`src/rtl/timer_bus_arbiter.sv`:
```
`default_nettype none
// ============================================================================
//  Module   : timer_bus_arbiter
//  Purpose  : Shares the two timer register ports between two bus masters
//             (m0 = CPU load/store path, m1 = debug/DMA port). Requests are
//             arbitrated round-robin, each grant performs one register access
//             (IDLE -> XFER -> RESP) and the granted master receives a
//             one-cycle ack with registered read data. The timer IRQ lines
//             are registered into the HWInt vector for CP0.
//  Ports    : Clock, Reset        - rising-edge clock, synchronous active-high
//             mX_req/addr/we/wd   - master request (held until mX_ack)
//             mX_rdata/ack        - completion pulse and read data
//             tX_addr/we/wd       - timer register select / write strobe / data
//             tX_rd, tX_irq       - timer read data (combinational) and IRQ
//             HWInt[5:0]          - {4'b0, t1_irq, t0_irq}, one cycle late
//  Revision : 1.0 - initial release
// ============================================================================
module timer_bus_arbiter #(
   parameter logic [31:0] BASE0 = 32'h0000_7F00,
   parameter logic [31:0] BASE1 = 32'h0000_7F10
) (
   input  logic        Clock,
   input  logic        Reset,
   input  logic        m0_req,
   input  logic [31:0] m0_addr,
   input  logic        m0_we,
   input  logic [31:0] m0_wd,
   output logic [31:0] m0_rdata,
   output logic        m0_ack,
   input  logic        m1_req,
   input  logic [31:0] m1_addr,
   input  logic        m1_we,
   input  logic [31:0] m1_wd,
   output logic [31:0] m1_rdata,
   output logic        m1_ack,
   output logic [1:0]  t0_addr,
   output logic        t0_we,
   output logic [31:0] t0_wd,
   input  logic [31:0] t0_rd,
   input  logic        t0_irq,
   output logic [1:0]  t1_addr,
   output logic        t1_we,
   output logic [31:0] t1_wd,
   input  logic [31:0] t1_rd,
   input  logic        t1_irq,
   output logic [5:0]  HWInt
);

   typedef enum logic [1:0] {
      IDLE = 2'd0,
      XFER = 2'd1,
      RESP = 2'd2
   } state_t;

   state_t      state, state_next;
   logic        last_grant;
   logic        grant_id;
   logic [31:2] lat_addr;       // byte lane bits are never used
   logic        lat_we;
   logic [31:0] lat_wd;
   logic [31:0] rdata_reg;

   logic        req_any;
   logic        pick;
   logic        hit0, hit1;
   logic [1:0]  offset;
   logic        offset_ok;
   logic [31:0] rd_sel;
   logic        in_xfer, in_resp;

   // addr[1:0] are ignored by design
   logic unused_addr_bits;
   assign unused_addr_bits = ^{m0_addr[1:0], m1_addr[1:0]};

   // Round-robin pick: on a tie the master not granted last wins.
   always_comb begin
      req_any = m0_req | m1_req;
      if (m0_req && m1_req) begin
         pick = ~last_grant;
      end else begin
         pick = m1_req;
      end
   end

   // Decode of the latched address; timer 0 takes precedence if the bases alias.
   assign hit0      = (lat_addr[31:4] == BASE0[31:4]);
   assign hit1      = (lat_addr[31:4] == BASE1[31:4]) && !hit0;
   assign offset    = lat_addr[3:2];
   assign offset_ok = (offset != 2'd3);

   always_comb begin
      rd_sel = 32'h0;
      if (hit0 && offset_ok) begin
         rd_sel = t0_rd;
      end else if (hit1 && offset_ok) begin
         rd_sel = t1_rd;
      end
   end

   // ---------------------------------------------------------------------
   // FSM state register
   // ---------------------------------------------------------------------
   always_ff @(posedge Clock) begin
      if (Reset) begin
         state <= IDLE;
      end else begin
         state <= state_next;
      end
   end

   // ---------------------------------------------------------------------
   // FSM next state and outputs. Strobes and acks are masked while Reset
   // is high so an access interrupted by reset never reaches a timer.
   // ---------------------------------------------------------------------
   always_comb begin
      state_next = state;
      in_xfer    = 1'b0;
      in_resp    = 1'b0;
      t0_addr    = 2'd0;
      t0_we      = 1'b0;
      t0_wd      = 32'h0;
      t1_addr    = 2'd0;
      t1_we      = 1'b0;
      t1_wd      = 32'h0;
      m0_ack     = 1'b0;
      m1_ack     = 1'b0;
      m0_rdata   = 32'h0;
      m1_rdata   = 32'h0;

      case (state)
         IDLE: begin
            if (req_any) begin
               state_next = XFER;
            end
         end
         XFER: begin
            in_xfer    = !Reset;
            state_next = RESP;
         end
         RESP: begin
            in_resp    = !Reset;
            state_next = IDLE;
         end
         default: begin
            state_next = IDLE;
         end
      endcase

      if (in_xfer && hit0) begin
         t0_addr = offset;
         t0_wd   = lat_wd;
         t0_we   = lat_we && offset_ok;
      end
      if (in_xfer && hit1) begin
         t1_addr = offset;
         t1_wd   = lat_wd;
         t1_we   = lat_we && offset_ok;
      end

      if (in_resp && !grant_id) begin
         m0_ack   = 1'b1;
         m0_rdata = rdata_reg;
      end
      if (in_resp && grant_id) begin
         m1_ack   = 1'b1;
         m1_rdata = rdata_reg;
      end
   end

   // ---------------------------------------------------------------------
   // Transaction latch, read-data capture, grant history and IRQ vector
   // ---------------------------------------------------------------------
   always_ff @(posedge Clock) begin
      if (Reset) begin
         last_grant <= 1'b1;     // master 0 wins the first tie
         grant_id   <= 1'b0;
         lat_addr   <= '0;
         lat_we     <= 1'b0;
         lat_wd     <= 32'h0;
         rdata_reg  <= 32'h0;
         HWInt      <= 6'h0;
      end else begin
         HWInt <= {4'b0000, t1_irq, t0_irq};
         case (state)
            IDLE: begin
               if (req_any) begin
                  grant_id <= pick;
                  lat_addr <= pick ? m1_addr[31:2] : m0_addr[31:2];
                  lat_we   <= pick ? m1_we : m0_we;
                  lat_wd   <= pick ? m1_wd : m0_wd;
               end
            end
            XFER: begin
               rdata_reg <= rd_sel;
            end
            RESP: begin
               last_grant <= grant_id;
            end
            default: begin
            end
         endcase
      end
   end

endmodule
`default_nettype wire

```
`config.mk`:
```
export PLATFORM = sky130hd
export DESIGN_NAME = timer_bus_arbiter
export DESIGN_NICKNAME = d
export VERILOG_FILES = /design/src/rtl/timer_bus_arbiter.sv
export SDC_FILE = /design/constraint.sdc
export NUM_CORES = 1
export LEC_CHECK = 0
export CAP_MARGIN = 30
export CELL_PAD_IN_SITES_DETAIL_PLACEMENT = 1
export CELL_PAD_IN_SITES_GLOBAL_PLACEMENT = 2
export CORE_MARGIN = 3
export CORE_UTILIZATION = 19
export DETAILED_ROUTE_END_ITERATION = 7
export HOLD_SLACK_MARGIN = 0.03
export PLACE_DENSITY_LB_ADDON = 0.1
export RECOVER_POWER = 25
export SYNTH_ARGS = -nofsm -noshare
export SYNTH_HDL_FRONTEND = slang
export SYNTH_SLANG_ARGS = --single-unit
```
`constraint.sdc`:
```
create_clock -name Clock -period 2.4 [get_ports Clock]
set_clock_uncertainty 0.05 [all_clocks]
set_input_delay 0.36 -clock Clock [delete_from_list [all_inputs] [get_ports Clock]]
set_output_delay 0.36 -clock Clock [all_outputs]
set_load 0.02 [all_outputs]
```
# Yosys cells after proc, flatten, opt, wreduce, memory -nomap -nowiden
# Cells that the tools add are included.
totals:
  register_bits: 105
  in_bits: 200
  out_inout_bits: 142
  word_cells: 51
classes:
  eq_ne: 6
  muxes: 20
  n_bitwise: 2
  reduce_logical: 14
op_table:
  columns: ["op", "count"]
  rows:
  - ["32-bit two-way mux", 7]
  - ["28-bit by 11-bit == test with 1-bit output, second input constant", 2]
  - ["30-bit two-way mux", 1]
  - ["1-bit logical AND", 9]
  - ["1-bit two-way mux", 8]
  - ["2-bit two-way mux", 3]
  - ["2-bit inequality test, second input constant", 2]
  - ["2-bit one-hot mux with 2 select lines", 1]
  - ["1-bit zero test", 3]
  - ["2-bit by 1-bit == test with 1-bit output, second input constant", 1]
  - ["2-bit == test, second input constant", 1]
  - ["2-bit zero test", 1]
  - ["2-bit AND reduction", 1]
  - ["1-bit inverter", 1]
  - ["1-bit bitwise OR", 1]

# Depth between registers and ports, before layout
logic_depth:
  depth_word: 6
  depth_mapped: 6
  ltp_nobuf: 4

# Least setup slack after synthesis
# OpenSTA, ideal clock, no wires.
synth_path:
  path_kind: "input -> output"
  start: "in Reset"
  end: "out t0_wd[0]"
  t_arrival_ns: 1.867
  t_required_ns: 1.990
  setup_slack_ns: 0.123
  path_stages: 6
  n_path_buf: 2
  path_cell_list: "buf_2 -> and4bb_1 -> nand4_1 -> nor4_2 -> clkbuf_1 -> and2_1"
synth_via:
  elab_chain_len: 4
synth_lines:
  columns: ["item", "line_no", "rtl"]
  rows:
  - ["start, declared", "23", "input logic Reset,"]
  - ["1-bit zero test", "137", "in_xfer = !Reset;"]
  - ["1-bit two-way mux", "130", "case (state)"]
  - ["1-bit logical AND", "149", "if (in_xfer && hit0) begin"]
  - ["32-bit two-way mux", "149", null]
  - ["end, declared", "38", "output logic [31:0] t0_wd,"]
# Every way passes these cells.

# Worst setup path after layout
layout_path:
  start: "reg lat_addr[25] in the netlist's numbering"
  end: "out t0_we"
layout_via:
  elab_chain_len: 3
layout_lines:
  columns: ["item", "line_no", "rtl"]
  rows:
  - ["start, declared", "58", "logic [31:2] lat_addr;"]
  - ["start signal, assigned", "188", "lat_addr <= pick ? m1_addr[31:2] : m0_addr[31:2];"]
  - ["28-bit by 11-bit == test with 1-bit output", "86", "assign hit0 = (lat_addr[31:4] == BASE0[31:4]);"]
  - ["1-bit logical AND", "149", null]
  - ["1-bit two-way mux", "149", null]
  - ["end, declared", "37", "output logic t0_we,"]
# Every way passes these cells.

==> results.yml <==
status:
  run_status: "complete, but fails checks"
  violations: "negative setup slack"
clock_network:
  cts_root_buf: "clkbuf_16"
  clkTransAtPathRegs_ns: 0.08
  h-tree-depth: 3
  clk-insertion-delay-late_ns: 0.36
  post_cts_hold_buffer_count: 0
  cts_inserted_buffers: 9
  clockBufferDepth: 2
  cts_tree: "built"
  clock_sinks: 101
critical_path:
  crit_required_ns: 1.99
  crit_fanout: 5
  critPathLaunchType: "flip-flop"
  crit_path_end_kind: "primary output"
  worstSetupPathType: "flip-flop to primary output"
  crit_top_cell: "buf_6"
  slowest_stage: "dfxtp_2"
  cpPeakStageDelay_ns: 0.34
  arrival_ns: 2.28
  cp_cell_sequence: "nor4_4 > buf_4 > nand4_1 > buf_6 > nor4_4 > buf_4 > buf_6 > buf_16 > and3_4 > buf_6"
global_route:
  antenna_found_initial: 0
  grt_pass1_vias: 6339
  overflow: 0
  grt_max_degree: 66
  grt.total_usage_pct: 16.2
  grt_pass1_wl_um: 38600
final_layout:
  final_util_pct: 36.0
  final_layout_size_suffix_gt1_share_pct: 21.2
  nets: 1172
  insertedDiodeCount: 0
  area_growth_pct: 85.0
drt:
  vias_per_cell: 4.41
  wl_per_cell_um: 18.6
  ant_nets: 0
  dr.pass1.iters: 4
  drc: 0
  drtIter0Drc: 222
  drt_wl_total_um: 25200
  vias: 5971
timing:
  period_needed_ns: 2.69
  grt_setup_unrepaired: "true"
  relSlewSlack_pct: 37.1
  period_share_pct: 112
  finalMaxSlewViolations: 0
  worst_pin_slew_ns: 0.944
  hold_viol: 0
  finalSetupViolations: 133
  setup_slack_ns: -0.291
  fmax_mhz: 372
  holdWs_ns: 0.425
  tns_ns: -14.74
logic_synthesis:
  ys_ff_latch: 101
  synth_cells: 647
  yosysWarnings: 0
  synthFlopType: "dfxtp_1"
  yosys.cell_count.top_type: "and2_1"
  synth_edf_count: 0
  synth_area_leaders: "dfxtp_1 37%, and2_1 15%, mux2i_1 12%"
  synthArstFlopShare_pct: 0
  yosysTopAreaCell: "dfxtp_1"
  netlist_area_um2: 5450
  synth_common_cells: "132 x and2_1, 101 x dfxtp_1, 67 x nor2_1, 64 x mux2i_1, 63 x a211oi_1"
  seq_area_frac_synth_pct: 37.1
  yosysTopAreaCellShare_pct: 37.1
  synth.distinct_cells: 30
  syn_area_per_cell_um2: 8.42
floorplan:
  core_um2: 28000
  die_area_um2: 30700
  die_height_um: 175
  start_util_pct: 19.4
  ios: 342
  die_x_um: 175
  fp-row-count: 61
place:
  dpl.hpwl_um: 18300
  gp_congestion: 0.729
  io_buffer_count: 333
power:
  powerDensity_nw_per_um2: 441
  p_leak_nw: 4.15
  ir_worst_vdd_v: 0.000352
min_path:
  hold_class: "flip-flop to flip-flop"
flow_run:
  drv_cap: 0
area by class of cell:
class	count	area, um^2
repair buffers	373	3840
multi-input cells	487	3430
clock buffers	9	225
fillers	3225	17900
well taps	378	473
flip-flops and latches	101	2030
clock inverters	7	82.6
power by group:
part / total [mW] / internal [mW] / leakage, nW / switching (mW)
registers: 1.92 / 1.81 / 0.832 / 0.111
clock network: 1.58 / 0.828 / 0.145 / 0.754
logic: 0.948 / 0.527 / 3.17 / 0.420
metrics by stage:
| stage | cells | setup slack (ns) | power [mW] | area (um^2) |
|---|---|---|---|---|
| global route | 1355 | -0.387 | 4.71 | 10100 |
| floorplan | 650 | 0.123 | 2.37 | 5460 |
| detailed placement | 1323 | -0.436 | 2.91 | 9290 |
| global placement | 1323 | -0.431 | 2.90 | 9290 |
| finish | 1355 | -0.291 | 4.45 | 10100 |
| CTS | 1357 | -0.264 | 4.56 | 10000 |
cell families (layout without fill, tap and decap cells):
| family | after synthesis | in the layout | synth area share (%) |
|---|---|---|---|
| AOI/OAI and AO/OA | 131 | 131 | 17.3 |
| buffers and inverters | 62 | 389 | 4.78 |
| DFF | 101 | 101 | 37.1 |
| muxes | 64 | 64 | 11.8 |
| other | 1 | 4 | 0.0689 |
| and+or+nand+nor | 288 | 288 | 29.0 |
layout by cell type (no fill, tap or decap), types with 2 or more instances in the layout:
cell	netlist	layout
a211oi_1	63	63
and2_1	132	68
and2_4	0	64
buf_12	0	6
buf_16	0	5
buf_4	4	14
buf_6	0	76
buf_8	0	3
clkbuf_16	0	9
clkbuf_2	0	5
clkdlybuf4s50_1	0	196
clkinvlp_4	0	2
conb_1	1	4
dfxtp_1	101	97
dfxtp_2	0	4
dlygate4sd2_1	0	65
inv_6	0	2
mux2i_1	64	64
nand2_1	35	35
nand2b_1	35	35
nor2_1	67	66
nor2b_1	4	3
nor4_4	0	4
o21ai_0	3	3
o21ai_1	30	30
o221ai_1	32	32
layer usage:
layer	track usage (%)	up-vias	routed length [um]
met1	20.3	2805	10900
met4	4.45	0	539
met5	0	-	0
met2	27.1	231	11900
met3	4.69	28	1910
li1	-	2907	-
critical path: cells and delay by family (launching register included):
kind,cells,cell delay [ns]
and+or+nand+nor,4,0.72
buffers and inverters,6,0.87
DFF,1,0.34
worst paths after layout:
path / cells past startpoint / start / slack (ns) / end
hold / removal: 2 / rdata_reg[9]$_SDFFE_PP0N_ / 0.43 / rdata_reg[9]$_SDFFE_PP0N_
hold reg to reg: 2 / rdata_reg[9]$_SDFFE_PP0N_ / 0.43 / rdata_reg[9]$_SDFFE_PP0N_
setup / recovery: 10 / lat_addr[25]$_SDFFE_PP0P_ / -0.29 / t0_we
setup reg to reg: 5 / state[1]$_SDFFE_PP0P_ / 0.19 / lat_addr[4]$_SDFFE_PP0P_
timing repair:
| action | CTS | global route |
|---|---|---|
| buffers inserted | 10 | 2 |
| gates cloned | 8 | 0 |
| pin swaps | 15 | 1 |
| resized for setup | 502 | 47 |
| setup endpoints to repair | 135 | 71 |
Power figures use the tool's default switching activity.
